$ cat src/rtl/win_fetch_ctrl_if.sv
// Window fetch bus: BRAM read port, frame control and window handshake.
// master = window fetch controller side, slave = BRAM/Sobel/host side.
interface win_fetch_ctrl_if #(
  parameter int ADDR_W = 14
);
  // frame control
  logic              start;
  logic              busy;
  logic              frame_done;
  // BRAM read port
  logic [ADDR_W-1:0] mem_addr;
  logic              mem_rd_en;
  logic [7:0]        mem_rd_data;
  // window output, raster order, centre pix_4 omitted
  logic [7:0]        pix_0;
  logic [7:0]        pix_1;
  logic [7:0]        pix_2;
  logic [7:0]        pix_3;
  logic [7:0]        pix_5;
  logic [7:0]        pix_6;
  logic [7:0]        pix_7;
  logic [7:0]        pix_8;
  logic [ADDR_W-1:0] win_addr;
  logic              win_border;
  logic              win_valid;
  logic              win_ready;

  modport master (
    input  start,
    input  mem_rd_data,
    input  win_ready,
    output busy,
    output frame_done,
    output mem_addr,
    output mem_rd_en,
    output pix_0,
    output pix_1,
    output pix_2,
    output pix_3,
    output pix_5,
    output pix_6,
    output pix_7,
    output pix_8,
    output win_addr,
    output win_border,
    output win_valid
  );

  modport slave (
    output start,
    output mem_rd_data,
    output win_ready,
    input  busy,
    input  frame_done,
    input  mem_addr,
    input  mem_rd_en,
    input  pix_0,
    input  pix_1,
    input  pix_2,
    input  pix_3,
    input  pix_5,
    input  pix_6,
    input  pix_7,
    input  pix_8,
    input  win_addr,
    input  win_border,
    input  win_valid
  );
endinterface

$ cat src/rtl/win_fetch_ctrl.sv
// 3x3 window sequencer: scans a WIDTH x HEIGHT image in a single-port
// BRAM, fetching the 8 neighbours of each centre one read per cycle.
// Ports: clk, rst (sync, active-high), bus (win_fetch_ctrl_if.master):
//   start/busy/frame_done frame control, mem_* BRAM read port
//   (1-cycle read latency), pix_*/win_addr/win_border window data,
//   win_valid/win_ready window handshake.
module win_fetch_ctrl #(
  parameter int WIDTH  = 128,
  parameter int HEIGHT = 96,
  parameter int ADDR_W = 14
) (
  input logic            clk,
  input logic            rst,
  win_fetch_ctrl_if.master bus
);

  localparam int CW = $clog2(WIDTH);
  localparam int RW = $clog2(HEIGHT);

  localparam logic [CW-1:0] COL_LAST = CW'(WIDTH - 1);
  localparam logic [RW-1:0] ROW_LAST = RW'(HEIGHT - 1);
  localparam logic [ADDR_W-1:0] W_A = ADDR_W'(WIDTH);
  localparam logic [ADDR_W-1:0] ONE = ADDR_W'(1);

  typedef enum logic [2:0] {
    IDLE,
    CHECK,
    FETCH,
    DRAIN,
    PRESENT
  } state_t;

  state_t            state_q;
  logic [RW-1:0]     row_q;
  logic [CW-1:0]     col_q;
  logic [ADDR_W-1:0] ctr_q;
  logic [2:0]        k_q;
  logic [ADDR_W-1:0] addr_q;
  logic              rd_en_q;
  logic [7:0]        pix_q [8];
  logic [ADDR_W-1:0] win_addr_q;
  logic              border_q;
  logic              valid_q;
  logic              busy_q;
  logic              done_q;

  logic              edge_d;
  logic              last_d;
  logic [2:0]        k_nxt_d;

  // Neighbour address for read k, raster order skipping the centre.
  function automatic logic [ADDR_W-1:0] nb_addr(
    input logic [ADDR_W-1:0] c,
    input logic [2:0]        k
  );
    logic [ADDR_W-1:0] a;
    case (k)
      3'd0:    a = c - W_A - ONE;
      3'd1:    a = c - W_A;
      3'd2:    a = c - W_A + ONE;
      3'd3:    a = c - ONE;
      3'd4:    a = c + ONE;
      3'd5:    a = c + W_A - ONE;
      3'd6:    a = c + W_A;
      default: a = c + W_A + ONE;
    endcase
    return a;
  endfunction

  // Border decided from the counters, never from address arithmetic.
  always_comb begin
    edge_d  = (row_q == '0) || (row_q == ROW_LAST) ||
              (col_q == '0) || (col_q == COL_LAST);
    last_d  = (row_q == ROW_LAST) && (col_q == COL_LAST);
    k_nxt_d = k_q + 3'd1;
  end

  always_ff @(posedge clk) begin
    if (rst) begin
      state_q    <= IDLE;
      row_q      <= '0;
      col_q      <= '0;
      ctr_q      <= '0;
      k_q        <= '0;
      addr_q     <= '0;
      rd_en_q    <= 1'b0;
      win_addr_q <= '0;
      border_q   <= 1'b0;
      valid_q    <= 1'b0;
      busy_q     <= 1'b0;
      done_q     <= 1'b0;
      for (int i = 0; i < 8; i++) pix_q[i] <= '0;
    end else begin
      done_q <= 1'b0;
      unique case (state_q)
        IDLE: begin
          if (bus.start) begin
            state_q <= CHECK;
            busy_q  <= 1'b1;
            row_q   <= '0;
            col_q   <= '0;
            ctr_q   <= '0;
          end
        end
        CHECK: begin
          win_addr_q <= ctr_q;
          if (edge_d) begin
            border_q <= 1'b1;
            for (int i = 0; i < 8; i++) pix_q[i] <= '0;
            valid_q  <= 1'b1;
            state_q  <= PRESENT;
          end else begin
            border_q <= 1'b0;
            k_q      <= '0;
            rd_en_q  <= 1'b1;
            addr_q   <= nb_addr(ctr_q, 3'd0);
            state_q  <= FETCH;
          end
        end
        FETCH: begin
          // data on the bus now belongs to the read issued last cycle
          if (k_q != 3'd0) pix_q[k_q - 3'd1] <= bus.mem_rd_data;
          if (k_q == 3'd7) begin
            rd_en_q <= 1'b0;
            state_q <= DRAIN;
          end else begin
            addr_q <= nb_addr(ctr_q, k_nxt_d);
            k_q    <= k_nxt_d;
          end
        end
        DRAIN: begin
          pix_q[7] <= bus.mem_rd_data;
          valid_q  <= 1'b1;
          state_q  <= PRESENT;
        end
        PRESENT: begin
          if (bus.win_ready) begin
            valid_q <= 1'b0;
            if (last_d) begin
              done_q  <= 1'b1;
              busy_q  <= 1'b0;
              state_q <= IDLE;
            end else begin
              ctr_q <= ctr_q + ONE;
              if (col_q == COL_LAST) begin
                col_q <= '0;
                row_q <= row_q + 1'b1;
              end else begin
                col_q <= col_q + 1'b1;
              end
              state_q <= CHECK;
            end
          end
        end
        default: state_q <= IDLE;
      endcase
    end
  end

  assign bus.busy       = busy_q;
  assign bus.frame_done = done_q;
  assign bus.mem_addr   = addr_q;
  assign bus.mem_rd_en  = rd_en_q;
  assign bus.pix_0      = pix_q[0];
  assign bus.pix_1      = pix_q[1];
  assign bus.pix_2      = pix_q[2];
  assign bus.pix_3      = pix_q[3];
  assign bus.pix_5      = pix_q[4];
  assign bus.pix_6      = pix_q[5];
  assign bus.pix_7      = pix_q[6];
  assign bus.pix_8      = pix_q[7];
  assign bus.win_addr   = win_addr_q;
  assign bus.win_border = border_q;
  assign bus.win_valid  = valid_q;

endmodule
$ cat src/flat_wrapper.sv
// flat-port wrapper written by rule: the top's interface ports become plain ports
module win_fetch_ctrl_flat 
#(
  parameter int WIDTH  = 128,
  parameter int HEIGHT = 96,
  parameter int ADDR_W = 14
)
  (clk, rst, bus_start, bus_mem_rd_data, bus_win_ready, bus_busy, bus_frame_done, bus_mem_addr, bus_mem_rd_en, bus_pix_0, bus_pix_1, bus_pix_2, bus_pix_3, bus_pix_5, bus_pix_6, bus_pix_7, bus_pix_8, bus_win_addr, bus_win_border, bus_win_valid);
  win_fetch_ctrl_if #(.ADDR_W(ADDR_W)) bus_i ();
  input logic clk;
  input logic rst;
  input wire logic [$bits(bus_i.start)-1:0] bus_start;
  input wire logic [$bits(bus_i.mem_rd_data)-1:0] bus_mem_rd_data;
  input wire logic [$bits(bus_i.win_ready)-1:0] bus_win_ready;
  output wire logic [$bits(bus_i.busy)-1:0] bus_busy;
  output wire logic [$bits(bus_i.frame_done)-1:0] bus_frame_done;
  output wire logic [$bits(bus_i.mem_addr)-1:0] bus_mem_addr;
  output wire logic [$bits(bus_i.mem_rd_en)-1:0] bus_mem_rd_en;
  output wire logic [$bits(bus_i.pix_0)-1:0] bus_pix_0;
  output wire logic [$bits(bus_i.pix_1)-1:0] bus_pix_1;
  output wire logic [$bits(bus_i.pix_2)-1:0] bus_pix_2;
  output wire logic [$bits(bus_i.pix_3)-1:0] bus_pix_3;
  output wire logic [$bits(bus_i.pix_5)-1:0] bus_pix_5;
  output wire logic [$bits(bus_i.pix_6)-1:0] bus_pix_6;
  output wire logic [$bits(bus_i.pix_7)-1:0] bus_pix_7;
  output wire logic [$bits(bus_i.pix_8)-1:0] bus_pix_8;
  output wire logic [$bits(bus_i.win_addr)-1:0] bus_win_addr;
  output wire logic [$bits(bus_i.win_border)-1:0] bus_win_border;
  output wire logic [$bits(bus_i.win_valid)-1:0] bus_win_valid;
  assign bus_i.start = bus_start;
  assign bus_i.mem_rd_data = bus_mem_rd_data;
  assign bus_i.win_ready = bus_win_ready;
  assign bus_busy = bus_i.busy;
  assign bus_frame_done = bus_i.frame_done;
  assign bus_mem_addr = bus_i.mem_addr;
  assign bus_mem_rd_en = bus_i.mem_rd_en;
  assign bus_pix_0 = bus_i.pix_0;
  assign bus_pix_1 = bus_i.pix_1;
  assign bus_pix_2 = bus_i.pix_2;
  assign bus_pix_3 = bus_i.pix_3;
  assign bus_pix_5 = bus_i.pix_5;
  assign bus_pix_6 = bus_i.pix_6;
  assign bus_pix_7 = bus_i.pix_7;
  assign bus_pix_8 = bus_i.pix_8;
  assign bus_win_addr = bus_i.win_addr;
  assign bus_win_border = bus_i.win_border;
  assign bus_win_valid = bus_i.win_valid;
  win_fetch_ctrl #(.WIDTH(WIDTH), .HEIGHT(HEIGHT), .ADDR_W(ADDR_W)) u_core (.clk(clk), .rst(rst), .bus(bus_i));
endmodule
$ cat config.mk
export PLATFORM = sky130hd
export DESIGN_NAME = win_fetch_ctrl_flat
export DESIGN_NICKNAME = d
export VERILOG_FILES = /design/src/rtl/win_fetch_ctrl_if.sv /design/src/rtl/win_fetch_ctrl.sv /design/src/flat_wrapper.sv
export SDC_FILE = /design/constraint.sdc
export NUM_CORES = 1
export LEC_CHECK = 0
export BUFFER_PORTS_ARGS = -buffer_cell sky130_fd_sc_hd__buf_2
export CAP_MARGIN = 20
export CORE_MARGIN = 8
export CORE_UTILIZATION = 63
export CTS_CLUSTER_DIAMETER = 80
export DETAILED_ROUTE_END_ITERATION = 10
export GPL_TIMING_DRIVEN = 0
export HOLD_SLACK_MARGIN = 0.08
export PLACE_DENSITY = 0.9
export SLEW_MARGIN = 5
export SYNTH_ARGS = -nofsm -noshare
export SYNTH_HDL_FRONTEND = slang
export SYNTH_SLANG_ARGS = --single-unit
$ cat constraint.sdc
create_clock -name clk -period 7.27 [get_ports clk]
set_clock_uncertainty 0.2 [all_clocks]
set_input_delay 1.0905 -clock clk [delete_from_list [all_inputs] [get_ports clk]]
set_output_delay 1.0905 -clock clk [all_outputs]
set_load 0.1 [all_outputs]
==> flow_summary.toml <==
[power]
irDropWorstVdd_mv = 0.129
p_per_area_mw_per_mm2 = 225
leakage_uw = 0.00372

[timing]
setup_viol = 0
hold_slack_ns = 0.255
setup_ws_ns = 3.26
tightestPinTransition_ns = 1.08
max_freq_ghz = 0.249
max_slew_margin = 0.276
layout_min_cycle_time_ns = 4.01
grt_setup_unrepaired = "no"
finalSetupTns_ns = 0
drv_slew = 0
hold_violations = 0
fin_crit_sh = 0.552

[cts]
cts_made_buffers = 17
h-tree-depth = 4
clk_pin_slew_ns = 0.06
post_cts_buffers = 0
cts_sinks = 131
root_buffer = "clkbuf_16"
worstSkewPairLatency_ns = 0.43
tritoncts = "done"
cts_resized = 0
hold_buffers = 0
cts.path.max_buffers = 2

[critical_path]
critPathMaxFanout = 13
r2r-start = "u_core.k_q[0]"
start_kind = "flip-flop"
rrSetupSlack_ns = 3.26
cp.required_ns = 7.39
r2r_cells = 13
critPathKind = "flip-flop to flip-flop"
crit_path_end_kind = "flip-flop"
regToRegEndpoint = "u_core.bus.mem_addr[12]"
critical_path_arrival_ns = 4.13

[final_layout]
seqCellArea_sq_mm = 0.00326
fin_nets = 1034
nFillCells = 847
multi_input_area_sq_mm = 0.00420
drive_gt1_frac = 0.184
area_growth_pct = 17.8
diodes = 0
final_util = 0.761
final_cell_area_sq_mm = 0.00914

[synth]
ys_async_sr_fraction = 0
synthCells = 864
yosys_warnings = 0
synth_compound_area_frac = 0.165
synth_nets = 907
synthSimpleGateAreaFrac = 0.254
synthDistinctLibCells = 76
synth_edf_count = 64
synth_seq_cells = 131
yosysSeqAreaShare = 0.420
synthMuxAreaShare = 0.00516
synth_top_family_by_area = "simple AND/OR/NAND/NOR gates"
synth_xor_area_frac = 0.0664
syn-mean-instance-area_sq_um = 8.98
synthAdderAreaFrac = 0.0509
synth_area_sq_mm = 0.00776
synth_flop_cell = "dfxtp_1"

[global_route]
grt_max_degree = 17
grt_pass1_vias = 6895
grt-ovfl-total = 0
grt_pass1_wl_um = 37800
grt_usage = 0.299
antenna_found_initial = 0

[floorplan]
die_y_um = 127
initial_core_util = 0.646
dieWidth_um = 127
io_pins = 109
core-area_sq_mm = 0.0120
die-area_sq_mm = 0.0161
core.rowCount = 40

[routing]
drc = 0
vias_per_cell = 6.47
via_count = 7446
drtIter0Drc = 1145
wl_um = 24300
ant_nets = 0
wl_per_cell_um = 21.1
drtPass1Iterations = 6

[placed_design]
dpl_cell_area_sq_mm = 0.00849
hpwl_um = 17000
port_buffers = 108
dpl_worst_slack_ns = 3.35
place_congestion = 1.02

[hold_path]
holdPathStages = 2
hp-class = "flip-flop to flip-flop"
hold_path.startpoint = "u_core.bus.win_addr[9]"
holdPathEnd = "u_core.bus.win_addr[9]"

[job]
cap_viol_max_count = 0

[status]
status = "finished, final reports clean"
==> per-layer routing <==
| metal | track usage | share of wire | up-vias | wire (um) |
|---|---|---|---|---|
| met3 | 0.0840 | 0.12 | 118 | 3020 |
| met4 | 0.150 | 0.046 | 2 | 1130 |
| met5 | 0 | 0.00045 | - | 11 |
| met2 | 0.492 | 0.46 | 550 | 11100 |
| li1 | - | - | 3342 | - |
| met1 | 0.352 | 0.37 | 3434 | 9020 |
==> metrics by stage <==
stage	std cells	power, uW
floorplan	864	1050
global placement	1119	1100
detailed placement	1119	1100
CTS	1151	2050
global route	1151	2100
finish	1151	2060
==> logic make-up after synthesis <==
group	after synthesis
muxes	4
adders and majority gates	31
AOI/OAI and AO/OA	201
xor gates and xnor gates	58
and+or+nand+nor	368
DFF	131
buffers and inverters	71
==> power breakdown <==
part	total (uW)	switching [uW]	internal, uW
sequential	810	9.07	801
clock	965	351	613
combinational	282	249	33.5
total	2060	609	1450
==> flip-flops by register name (all words and copies together) (netlist names) <==
signal	flops
u_core.bus.win_border	1
u_core.col_q	7
u_core.ctr_q	14
u_core.row_q	7
u_core.bus.mem_rd_en	1
u_core.bus.frame_done	1
u_core.bus.win_addr	14
u_core.bus.mem_addr	14
u_core.k_q	3
u_core.bus.win_valid	1
u_core.state_q	3
u_core.pix_q	64
u_core.bus.busy	1
==> worst max-delay path by stage <==
stage / from / endpoint
2_1_floorplan: u_core.k_q[0] / u_core.bus.mem_addr[12]
3_3_place_gp: u_core.k_q[0] / u_core.bus.mem_addr[12]
3_5_place_dp: u_core.k_q[0] / u_core.bus.mem_addr[12]
4_1_cts: u_core.k_q[0] / u_core.bus.mem_addr[12]
5_1_grt: u_core.k_q[0] / u_core.bus.mem_addr[12]
6_report: u_core.k_q[0] / u_core.bus.mem_addr[12]
==> layout make-up <==
cell class	instances	area share
inverters	19	0.00780
multi-input cells	662	0.460
clock inverters	15	0.0251
well taps	147	0.0201
clock buffers	17	0.0465
plain buffers	52	0.0245
repair buffers	108	0.0591
flip-flops and latches	131	0.357
==> synth_stat cells, drive strengths merged, types with 3 or more instances <==
| library cell | n | area (sq um) |
|---|---|---|
| clkbuf | 27 | 101 |
| o211ai | 9 | 67.6 |
| a211oi | 6 | 45.0 |
| or2 | 3 | 18.8 |
| inv | 19 | 71.3 |
| o21bai | 3 | 22.5 |
| nand3 | 23 | 125 |
| xor2 | 24 | 210 |
| nand2 | 74 | 278 |
| or4 | 3 | 30.0 |
| and3 | 19 | 120 |
| o21ai | 52 | 260 |
| xnor2 | 34 | 305 |
| a22oi | 3 | 22.5 |
| o221ai | 5 | 50.0 |
| nor2 | 88 | 338 |
| or3 | 9 | 56.3 |
| and2 | 62 | 389 |
| o21a | 7 | 52.6 |
| dfxtp | 67 | 1340 |
| nor4b | 4 | 35.0 |
| o32ai | 5 | 43.8 |
| a21o | 3 | 22.5 |
| nor4 | 10 | 81.3 |
| nand4 | 8 | 71.3 |
| o22ai | 9 | 56.3 |
| mux2i | 4 | 40.0 |
| nor3 | 24 | 145 |
| ha | 30 | 375 |
| edfxtp | 64 | 1920 |
| nand3b | 8 | 60.1 |
| nor3b | 4 | 40.0 |
| nor2b | 13 | 81.3 |
| buf | 25 | 123 |
| a21oi | 70 | 354 |
| nand2b | 14 | 87.6 |
| a32o | 3 | 30.0 |
==> worst max-delay path, stage by stage (launching register included) <==
cell and delay, ns:
dfxtp_1 0.38, ha_1 0.23, ha_1 0.26, clkbuf_1 0.32
nand2_1 0.15, inv_1 0.46, ha_1 0.38, nor2b_1 0.16
o31a_1 0.28, o21ai_0 0.33, o21ai_0 0.27, xnor2_1 0.19
nand2_1 0.08, a41o_1 0.19
==> layout by cell type (no fill, tap or decap), types with 7 or more instances in the layout <==
cell         n
buf_2      125
o21a_1       7
xnor2_1     33
nor2_1      87
nor3_1      19
clkbuf_1    27
buf_1        7
nand2_1     74
dfxtp_1     67
and3_1      18
o21ai_0     50
or3_1        9
nor4_1       7
inv_1       18
a21oi_1     69
nor2b_1     13
nand3_1     21
o211ai_1     9
ha_1        30
nand3b_1     8
xor2_1      24
and2_1      61
nand2b_1    14
clkbuf_16   17
o22ai_1      9
edfxtp_1    64
Note: power is estimated with default switching activity, not from simulation.
